--- src/rtl/pe_ctrl.sv ---
// pe_ctrl: sequencer for a single multiply-accumulate processing element.
// A job clears the PE accumulator, streams RFW operand pairs into the PE
// register files, runs RFW multiply/rotate beats, optionally adds an external
// partial sum, then presents the PE result on a valid/ready handshake.
// The controller does no arithmetic; it only drives PE enables.
//
// Ports:
//   clk, rst_n                 clock, asynchronous active-low reset
//   start, use_psum, wht_keep  job request and per-job options (IDLE only)
//   in_valid/in_ready          operand stream handshake (in_if, in_wht)
//   psum_valid/psum_ready      external partial-sum handshake
//   out_valid/out_ready        result handshake (result read from PE out bus)
//   busy, done                 job in progress / one-cycle completion pulse
//   if_i_en .. psum_i_en       PE control strobes (mul_une/add_une active-low)
//   pe_in, pe_wht              PE operand buses
module pe_ctrl #(
  parameter int CHANNELS    = 4,
  parameter int KERNEL_SIZE = 3
) (
  input  logic       clk,
  input  logic       rst_n,
  input  logic       start,
  input  logic       use_psum,
  input  logic       wht_keep,
  input  logic       in_valid,
  output logic       in_ready,
  input  logic [7:0] in_if,
  input  logic [7:0] in_wht,
  input  logic       psum_valid,
  output logic       psum_ready,
  output logic       out_valid,
  input  logic       out_ready,
  output logic       busy,
  output logic       done,
  output logic       if_i_en,
  output logic       wht_i_en,
  output logic       reg_sft_en,
  output logic       mul_une,
  output logic       add_une,
  output logic       acc_rst,
  output logic       psum_sel,
  output logic       psum_acc_start,
  output logic       psum_i_en,
  output logic [7:0] pe_in,
  output logic [7:0] pe_wht
);

  localparam int RFW = CHANNELS * KERNEL_SIZE;
  localparam int CW  = $clog2(RFW + 1);
  localparam logic [CW-1:0] LAST_BEAT = CW'(RFW - 1);
  localparam logic [CW-1:0] MAC_LAST  = CW'(RFW);

  typedef enum logic [2:0] {
    IDLE,
    CLEAR,
    LOAD,
    MAC,
    PSUM,
    OUT
  } state_t;

  state_t        state_q, state_d;
  logic [CW-1:0] cnt_q, cnt_d;
  logic          use_psum_q, use_psum_d;
  logic          wht_keep_q, wht_keep_d;
  logic          accept;

  always_ff @(posedge clk or negedge rst_n) begin
    if (!rst_n) begin
      state_q    <= IDLE;
      cnt_q      <= '0;
      use_psum_q <= 1'b0;
      wht_keep_q <= 1'b0;
    end else begin
      state_q    <= state_d;
      cnt_q      <= cnt_d;
      use_psum_q <= use_psum_d;
      wht_keep_q <= wht_keep_d;
    end
  end

  assign accept = (state_q == LOAD) && in_valid;

  always_comb begin
    state_d        = state_q;
    cnt_d          = cnt_q;
    use_psum_d     = use_psum_q;
    wht_keep_d     = wht_keep_q;
    in_ready       = 1'b0;
    psum_ready     = 1'b0;
    out_valid      = 1'b0;
    done           = 1'b0;
    if_i_en        = 1'b0;
    wht_i_en       = 1'b0;
    reg_sft_en     = 1'b0;
    mul_une        = 1'b1;
    add_une        = 1'b1;
    acc_rst        = 1'b0;
    psum_sel       = 1'b0;
    psum_acc_start = 1'b0;
    psum_i_en      = 1'b0;

    case (state_q)
      IDLE: begin
        if (start) begin
          state_d    = CLEAR;
          use_psum_d = use_psum;
          wht_keep_d = wht_keep;
        end
      end

      CLEAR: begin
        acc_rst = 1'b1;
        add_une = 1'b0;
        cnt_d   = '0;
        state_d = LOAD;
      end

      LOAD: begin
        in_ready = 1'b1;
        if_i_en  = accept;
        wht_i_en = accept & ~wht_keep_q;
        if (accept) begin
          if (cnt_q == LAST_BEAT) begin
            cnt_d   = '0;
            state_d = MAC;
          end else begin
            cnt_d = cnt_q + CW'(1);
          end
        end
      end

      MAC: begin
        // The product register lags the register-file tap by one beat, so
        // the adder idles on beat 0 and drains the last product on beat RFW.
        if (cnt_q != MAC_LAST) begin
          mul_une    = 1'b0;
          reg_sft_en = 1'b1;
        end
        add_une = (cnt_q == '0);
        if (cnt_q == MAC_LAST) begin
          cnt_d   = '0;
          state_d = use_psum_q ? PSUM : OUT;
        end else begin
          cnt_d = cnt_q + CW'(1);
        end
      end

      PSUM: begin
        psum_ready = 1'b1;
        add_une    = ~psum_valid;
        if (psum_valid) begin
          psum_sel       = 1'b1;
          psum_i_en      = 1'b1;
          psum_acc_start = 1'b1;
          state_d        = OUT;
        end
      end

      OUT: begin
        out_valid = 1'b1;
        if (out_ready) begin
          done    = 1'b1;
          state_d = IDLE;
        end
      end

      default: state_d = IDLE;
    endcase
  end

  assign busy   = (state_q != IDLE);
  assign pe_in  = in_if;
  assign pe_wht = in_wht;

endmodule

--- config.mk ---
export PLATFORM = sky130hd
export DESIGN_NAME = pe_ctrl
export DESIGN_NICKNAME = d
export VERILOG_FILES = /design/src/rtl/pe_ctrl.sv
export SDC_FILE = /design/constraint.sdc
export NUM_CORES = 1
export LEC_CHECK = 0
export ABC_CLOCK_PERIOD_IN_PS = 1800
export BUFFER_PORTS_ARGS = -buffer_cell sky130_fd_sc_hd__clkbuf_2
export CAP_MARGIN = 20
export CELL_PAD_IN_SITES_DETAIL_PLACEMENT = 1
export CELL_PAD_IN_SITES_GLOBAL_PLACEMENT = 2
export CORE_ASPECT_RATIO = 1.2
export CORE_UTILIZATION = 20
export CTS_BUF_LIST = sky130_fd_sc_hd__clkbuf_4
export DETAILED_ROUTE_END_ITERATION = 10
export PLACE_DENSITY_LB_ADDON = 0.2
export RECOVER_POWER = 50
export SYNTH_ARGS = -nofsm -noshare
export SYNTH_HDL_FRONTEND = slang
export SYNTH_SLANG_ARGS = --single-unit
--- constraint.sdc ---
create_clock -name clk -period 1.8 [get_ports clk]
set_input_delay 0.09 -clock clk [delete_from_list [all_inputs] [get_ports clk]]
set_output_delay 0.09 -clock clk [all_outputs]
set_load 0.03 [all_outputs]
==> summary.md, run 1 <==
| Metric | Value |
|---|---|
| Crit end category | `output port` |
| Initial drt markers | `15` |
| Setup violations, final | `0` |
| Initial antenna violation count | `0` |
| Fin. max-slew vios | `0` |
| Clk buf depth | `2` |
| Grt ovf | `0` |
| Core area | `3694 um^2` |
| First-pass DRT Iterations | `2` |
| Cell area after layout | `935.9 um^2` |
| Largest net degree at the start of global routing | `10` |
| Register area share after synthesis | `28.57%` |
| Crit Path Max Fanout | `4` |
| Endpoints failing hold | `0` |
| Total CTS buffers | `3` |
| Most common cell in the netlist | `buf_4` |
| Clk_skew | `0.005554 ns` |
| # H-tree levels | `1` |
| Share of cells above drive strength 1 | `51.02%` |
| Die area | `4197 um^2` |
| Initial Utilization | `21.34%` |
| Final setup margin | `0.08368 ns` |
| Cell Chain, Critical Path | `buf_4, and2b_2, nor2b_2, and2_2, nor2_2, buf_6` |
| Via-to-Cell Ratio | `4.153` |
| Crit path time final | `1.716 ns` |
| RSZ-0062 raised after global routing | `no` |
| CTS tree | `yes` |
| Vias in the first global route | `697` |
| Gate Count Post-Synth | `86` |
| Pwr Density | `1846 nW/um^2` |
| Peak Freq | `582.6 MHz` |
| Synth top area share | `28.57%` |
| Area leader, netlist | `dfrtp_1` |
| Period utilization | `95.35%` |
| Tightest Pin Transition | `0.5408 ns` |
| Final Util | `25.34%` |
| Final Net Count | `125` |
| Fill cell count | `441` |
| Synth-to-Final Area Change | `18.73%` |
| Number of synthesized flops with an enable pin | `0` |
| Placer Congestion | `0.6635` |
| Leakage | `0.4347 nW` |
| Drt wl/cell | `12.64 um` |
| Final WL | `1.896 mm` |
| WS Path Type | `reg2out` |
| Max IR drop VDD | `0.2993 mV` |
| Dpl ws | `0.07026 ns` |
| Synth top area cells | `dfrtp_1 29%, buf_4 17%, o21ai_0 3.8%` |
| Setup TNS Final | `0 ns` |
| Top cells by count, synth | `18 x buf_4, 9 x dfrtp_1, 6 x nor2_1, 6 x o21ai_0, 5 x inv_1` |
| Std cell rows | `24` |
| Synth Net Count | `112` |
| Cell variety after synth | `31` |
| Req. time, crit path | `1.71 ns` |
| Via Count | `623` |
| Pwr Total | `1.728 mW` |
| Detailed placer's ending HPWL | `1.485 mm` |
| Clk slew on worst S/H paths | `0.07 ns` |
| Hold Crit Class | `in2reg` |
| Synthesized cell area | `788.3 um^2` |
| CP max stage cell | `dfrtp_1` |
| Status | `complete, no violations` |
| Width of the die | `59.31 um` |
| Clock root buffer | `clkbuf_4` |
| Worst Path Arrival | `1.63 ns` |
| Post-DP Area | `844.6 um^2` |
| Crit start category | `flip-flop` |
| Ports | `54` |
| Yosys reg bits | `9` |
| Global-route usage over all layers | `10.40%` |
| Max-cap viol count | `0` |
| CP max stage delay | `0.40 ns` |
| Later-pin clock latency in the skew report | `0.27 ns` |
| Post-DRT Antenna Nets | `0` |
| Wire length of the first global-routing pass | `3.249 mm` |
| Top_reg_cell synth | `dfrtp_1` |
| Slew Limit Headroom | `63.95%` |
| Synth async-reset ratio | `100.0%` |
| Synth warnings | `0` |
| Buffers added on ports | `21` |
| Clock Sinks | `9` |
| Antenna Cells | `0` |
| DR DRC count | `0` |
| Avg Cell Area, Syn | `9.166 um^2` |
| Chip Height | `70.77 um` |
## critical path: cells and delay by family, from the launching register on
| family | cells | cell delay, ns |
|---|---|---|
| buf+inv | 2 | 0.29 |
| flops | 1 | 0.40 |
| simple gates | 4 | 0.66 |
## metrics by stage
step / hold WS [ns] / instances
2_1_floorplan: -0.2056 / 86
3_3_place_gp: -0.01866 / 142
3_5_place_dp: -0.02439 / 142
4_1_cts: 0.04394 / 150
5_1_grt: 0.06073 / 150
6_report: 0.05307 / 150
## registers in the layout, indices dropped and copies added (netlist names)
| name | cells |
|---|---|
| cnt_q | 4 |
| state_q | 3 |
| use_psum_q | 1 |
| wht_keep_q | 1 |
## cell families after synthesis
logic type / after synthesis / share of synthesized area (%)
AO/OA/AOI/OAI: 14 / 14.76
XOR/XNOR: 1 / 1.111
flip-flops: 9 / 28.57
adder cells (fa/ha/maj): 2 / 3.174
buffers and inverters: 26 / 22.22
AND/OR/NAND/NOR: 29 / 22.22
multiplexers: 5 / 7.937
## worst paths after layout
check	start	endpoint	slack (ns)	cells after the start
max	state_q[2]	add_une	0.08	6
min	wht_keep	wht_keep_q	0.05	2
max reg2reg	cnt_q[0]	state_q[1]	0.08	6
min reg2reg	use_psum_q	use_psum_q	0.51	1
max in group asynchronous	rst_n	state_q[1]	1.10	2
min in group asynchronous	rst_n	wht_keep_q	0.31	2
## cell type report
cell class / count / area [um^2] / share of cell area (%)
clock buffer: 4 / 30.03 / 3.209
multi-input combinational: 51 / 422.9 / 45.19
timing repair buffer: 29 / 172.7 / 18.45
inverter: 5 / 18.77 / 2.005
sequential: 9 / 226.5 / 24.20
tap: 52 / 65.06 / 6.952
## what timing repair did
action                                  4_1_cts  5_1_grt
setup buffers                                 3        0
pin swaps                                     1        0
endpoints found under the setup margin        5        3
hold endpoints to repair                      9        0
gates resized for setup                       2        9
gates cloned                                  0        0
hold buffers                                  1        0
## per-layer routing
layer  GRT usage, %  wire, um  vias to the layer above
met5              0         0                        -
met3          1.828        94                        8
met2          18.48      1006                       24
met1          11.02       742                      295
met4          6.349        53                        0
li1               -         -                      296
## power breakdown
part	internal, mW	switching [mW]	total, mW
logic	0.546	0.637	1.18
clock network	0.101	0.0770	0.178
registers	0.283	0.0831	0.366
total	0.930	0.797	1.73
## cells in the final DEF, fill, tap and decap left out, drive strengths merged
cell,count
nand3,3
a21boi,1
dfrtp,9
a22oi,1
inv,5
a221oi,1
o21ai,6
nand2,3
ha,2
and2b,1
or3,1
xnor2,1
clkbuf,24
nor2,6
dlygate4sd3,1
and3b,1
mux2i,1
buf,8
nand2b,2
nand3b,1
nor3b,3
nor2b,2
a21oi,2
nor4b,1
a22o,1
o2bb2ai,2
and3,2
mux2,4
and2,3
Note: power is estimated with default switching activity, not from simulation.
==> run 2, diff against run 1 <==
- ABC_AREA: default -> 1
- CORE_UTILIZATION: 20 -> 18
==> summary.md, run 2 <==
| Metric | Value |
|---|---|
| Max-cap viol count | `0 (unchanged)` |
| Synth Net Count | `138 (+23%)` |
| Gate power share | `61.9% (-6.6 points)` |
| Clk slew on worst S/H paths | `0.07 ns (about the same)` |
| Register area share after synthesis | `29.08% (+0.51 points)` |
| Yosys reg bits | `9 (unchanged)` |
| Fin. max-slew vios | `0 (unchanged)` |
| Share of cells above drive strength 1 | `27.73% (-23 points)` |
| Initial antenna violation count | `0 (unchanged)` |
| Fill cell count | `507 (+15%)` |
| Internal power | `628.5 uW (-32%)` |
| Endpoints failing hold | `0 (unchanged)` |
| Top_reg_cell synth | `dfrtp_1` |
| Crit Path Max Fanout | `9 (+5)` |
| Clk_skew | `0.003832 ns (-0.001722 ns)` |
| Routed wl met3 | `97 um (+3.2%)` |
| Non-filler cells, final | `173 (+15%)` |
| CTS Hold Bufs | `1 (unchanged)` |
| Slew Limit Headroom | `64.56% (+0.61 points)` |
| Hold Crit Class | `in2reg` |
| Clock power frac | `12.6% (+2.3 points)` |
| Biggest registers after layout | `cnt_q x4, state_q x3` |
| DR DRC count | `0 (unchanged)` |
| Crit start category | `flip-flop` |
| Antenna Cells | `0 (unchanged)` |
| Pwr Density | `1650 nW/um^2 (-11%)` |
| Final WL | `1.854 mm (-2.2%)` |
| RSZ-0062 raised after global routing | `no` |
| Cell variety after synth | `20 (-35%)` |
| Req. time, crit path | `1.71 ns (about the same)` |
| Synth warnings | `0 (unchanged)` |
| Clk buf depth | `2 (unchanged)` |
| Peak Freq | `623.9 MHz (+7.1%)` |
| Setup Buffers After CTS | `0 (-3)` |
| Initial drt markers | `33 (+18)` |
| Core area | `4035 um^2 (+9.2%)` |
| Via Count | `687 (+10%)` |
| Top cells by count, synth | `19 x inv_1, 18 x buf_4, 17 x nand2_1, 16 x nand3_1, 9 x dfrtp_1` |
| Via-to-Cell Ratio | `3.971 (-4.4%)` |
| Final Net Count | `146 (+17%)` |
| Resized Gates After CTS | `0 (-2)` |
| Ports | `54 (unchanged)` |
| Std cell rows | `25 (+4.2%)` |
| CTS tree | `yes` |
| Net switching power | `767.1 uW (-3.8%)` |
| Synthesized cell area | `774.5 um^2 (-1.7%)` |
| Buffers added on ports | `21 (unchanged)` |
| Synth-to-Final Area Change | `9.208%` |
| Sw Share | `54.96% (+8.8 points)` |
| Most common cell in the netlist | `inv_1` |
| Synth async-reset ratio | `100.0% (unchanged)` |
| Width of the die | `61.88 um (+4.3%)` |
| # H-tree levels | `1 (unchanged)` |
| Total CTS buffers | `3 (unchanged)` |
| Seq pwr share | `25.5% (+4.3 points)` |
| Global-route usage over all layers | `9.830% (-0.57 points)` |
| Wire length of the first global-routing pass | `3.256 mm (+0.22%)` |
| Gate Count Post-Synth | `112 (+30%)` |
| Crit end category | `output port` |
| Period utilization | `89.05% (-6.3 points)` |
| Max IR drop VDD | `0.6457 mV (+120%)` |
| Synth top area cells | `dfrtp_1 29%, buf_4 17%, nand3_1 10%` |
| Max reg flops | `4 (unchanged)` |
| Synth top area share | `29.08% (+0.51 points)` |
| Die area | `4570 um^2 (+8.9%)` |
| Clock root buffer | `clkbuf_4` |
| Chip Height | `73.86 um (+4.4%)` |
| Leakage | `0.4902 nW (+13%)` |
| WS Path Type | `reg2out` |
| Largest net degree at the start of global routing | `10 (unchanged)` |
| Reg2reg setup slack | `0.40 ns (+0.32 ns)` |
| Later-pin clock latency in the skew report | `0.26 ns (about the same)` |
| Drt wl/cell | `10.72 um (-15%)` |
| Post-DRT Antenna Nets | `0 (unchanged)` |
| Initial Utilization | `19.19% (-2.1 points)` |
| Worst Path Arrival | `1.51 ns (-0.12 ns)` |
| Commonest cells after routing, fill and taps aside | `20 x clkbuf_2, 19 x inv_1, 17 x nand2_1` |
| Crit path time final | `1.603 ns (-0.1134 ns)` |
| Placed Cells | `168 (+18%)` |
| Status | `complete, no violations` |
| Clock Sinks | `9 (unchanged)` |
| Placer Congestion | `0.7292 (+9.9%)` |
| DR WL met2 | `917 um (-8.8%)` |
| Commonest non-fill, non-tap cell in the layout | `clkbuf_2` |
| First-pass DRT Iterations | `4 (+2)` |
| Tightest Pin Transition | `0.5316 ns (-0.009158 ns)` |
| Area leader, netlist | `dfrtp_1` |
| Final Util | `20.96% (-4.4 points)` |
| Vias in the first global route | `722 (+3.6%)` |
| Setup violations, final | `0 (unchanged)` |
| Highest Signal Layer | `met4` |
| Number of synthesized flops with an enable pin | `0 (unchanged)` |
| Detailed placer's ending HPWL | `1.561 mm (+5.2%)` |
| Grt ovf | `0 (unchanged)` |
| Avg Cell Area, Syn | `6.915 um^2 (-25%)` |
| Setup TNS Final | `0 ns (unchanged)` |
| Top reg by flops | `cnt_q` |
| M1 WL | `811 um (+9.3%)` |
==> run 2: cell types whose count changed after synthesis, sizes merged, moves of 3 or more <==
cell   previous run  this run
and2              3         0
mux2              4         0
inv               5        20
nand2             3        19
nor2              6        14
nand3             3        16
nor3b             3         0
==> run 2: logic make-up (layout without fill, tap and decap cells) <==
logic type	count (synthesis)	after routing	share of synthesized area, %
adders and majority gates	2	2	3.231
DFF	9	9	29.08
buffers and inverters	39	46	27.79
AOI/OAI and AO/OA	8	8	5.654
xor gates and xnor gates	2	2	2.262
and+or+nand+nor	52	52	31.99
==> run 2: power groups by stage <==
stage / Combinational [mW] / Sequential [mW] / Clock, mW
floorplan: 0.762 / 0.317 / 0
global placement: 0.887 / 0.361 / 0
detailed placement: 0.886 / 0.363 / 0
CTS: 0.888 / 0.360 / 0.187
global route: 0.990 / 0.373 / 0.193
finish: 0.864 / 0.356 / 0.175
==> run 2: final timing paths <==
kind | from | end | cells past startpoint
worst max-delay path | state_q[0] | add_une | 5
worst min-delay path | wht_keep | wht_keep_q | 3
worst max register to register | cnt_q[0] | state_q[0] | 9
worst min register to register | wht_keep_q | wht_keep_q | 2
max in group asynchronous | rst_n | wht_keep_q | 2
min in group asynchronous | rst_n | state_q[0] | 2
==> run 2: metrics by stage <==
| stage | hold WS [ns] | area, um^2 | power (mW) | worst slack, ns |
|---|---|---|---|---|
| final | 0.06347 | 845.8 | 1.396 | 0.1971 |
| after global routing | 0.07587 | 845.8 | 1.556 | 0.03109 |
| after CTS | 0.05155 | 847.1 | 1.435 | 0.1680 |
| after detailed placement | -0.02323 | 807.0 | 1.249 | 0.3917 |
| after global placement | -0.01712 | 807.0 | 1.249 | 0.3519 |
| after floorplan | -0.2056 | 774.5 | 1.079 | 0.2232 |
==> run 2: final cells by class <==
cell class                 instances  area (um^2)  share of cell area (%)
multi-input combinational         64        334.1                   39.50
sequential                         9        225.2                   26.63
timing repair buffer              22        113.9                   13.46
inverter                          20        75.07                   8.876
tap                               54        67.56                   7.988
clock buffer                       4        30.03                   3.550
==> run 2: routing by layer <==
layer | global-route usage (%) | up-vias
li1 | - | 342
met1 | 11.80 | 320
met2 | 15.89 | 21
met3 | 1.761 | 4
met4 | 5.926 | 0
met5 | 0 | -
==> run 2: worst max-delay path, stage by stage (launching register included) <==
cell and delay (ns):
dfrtp_1 0.49, nor2_2 0.23, nand2_1 0.12, nand2_1 0.11, o221ai_1 0.10, clkbuf_2 0.20
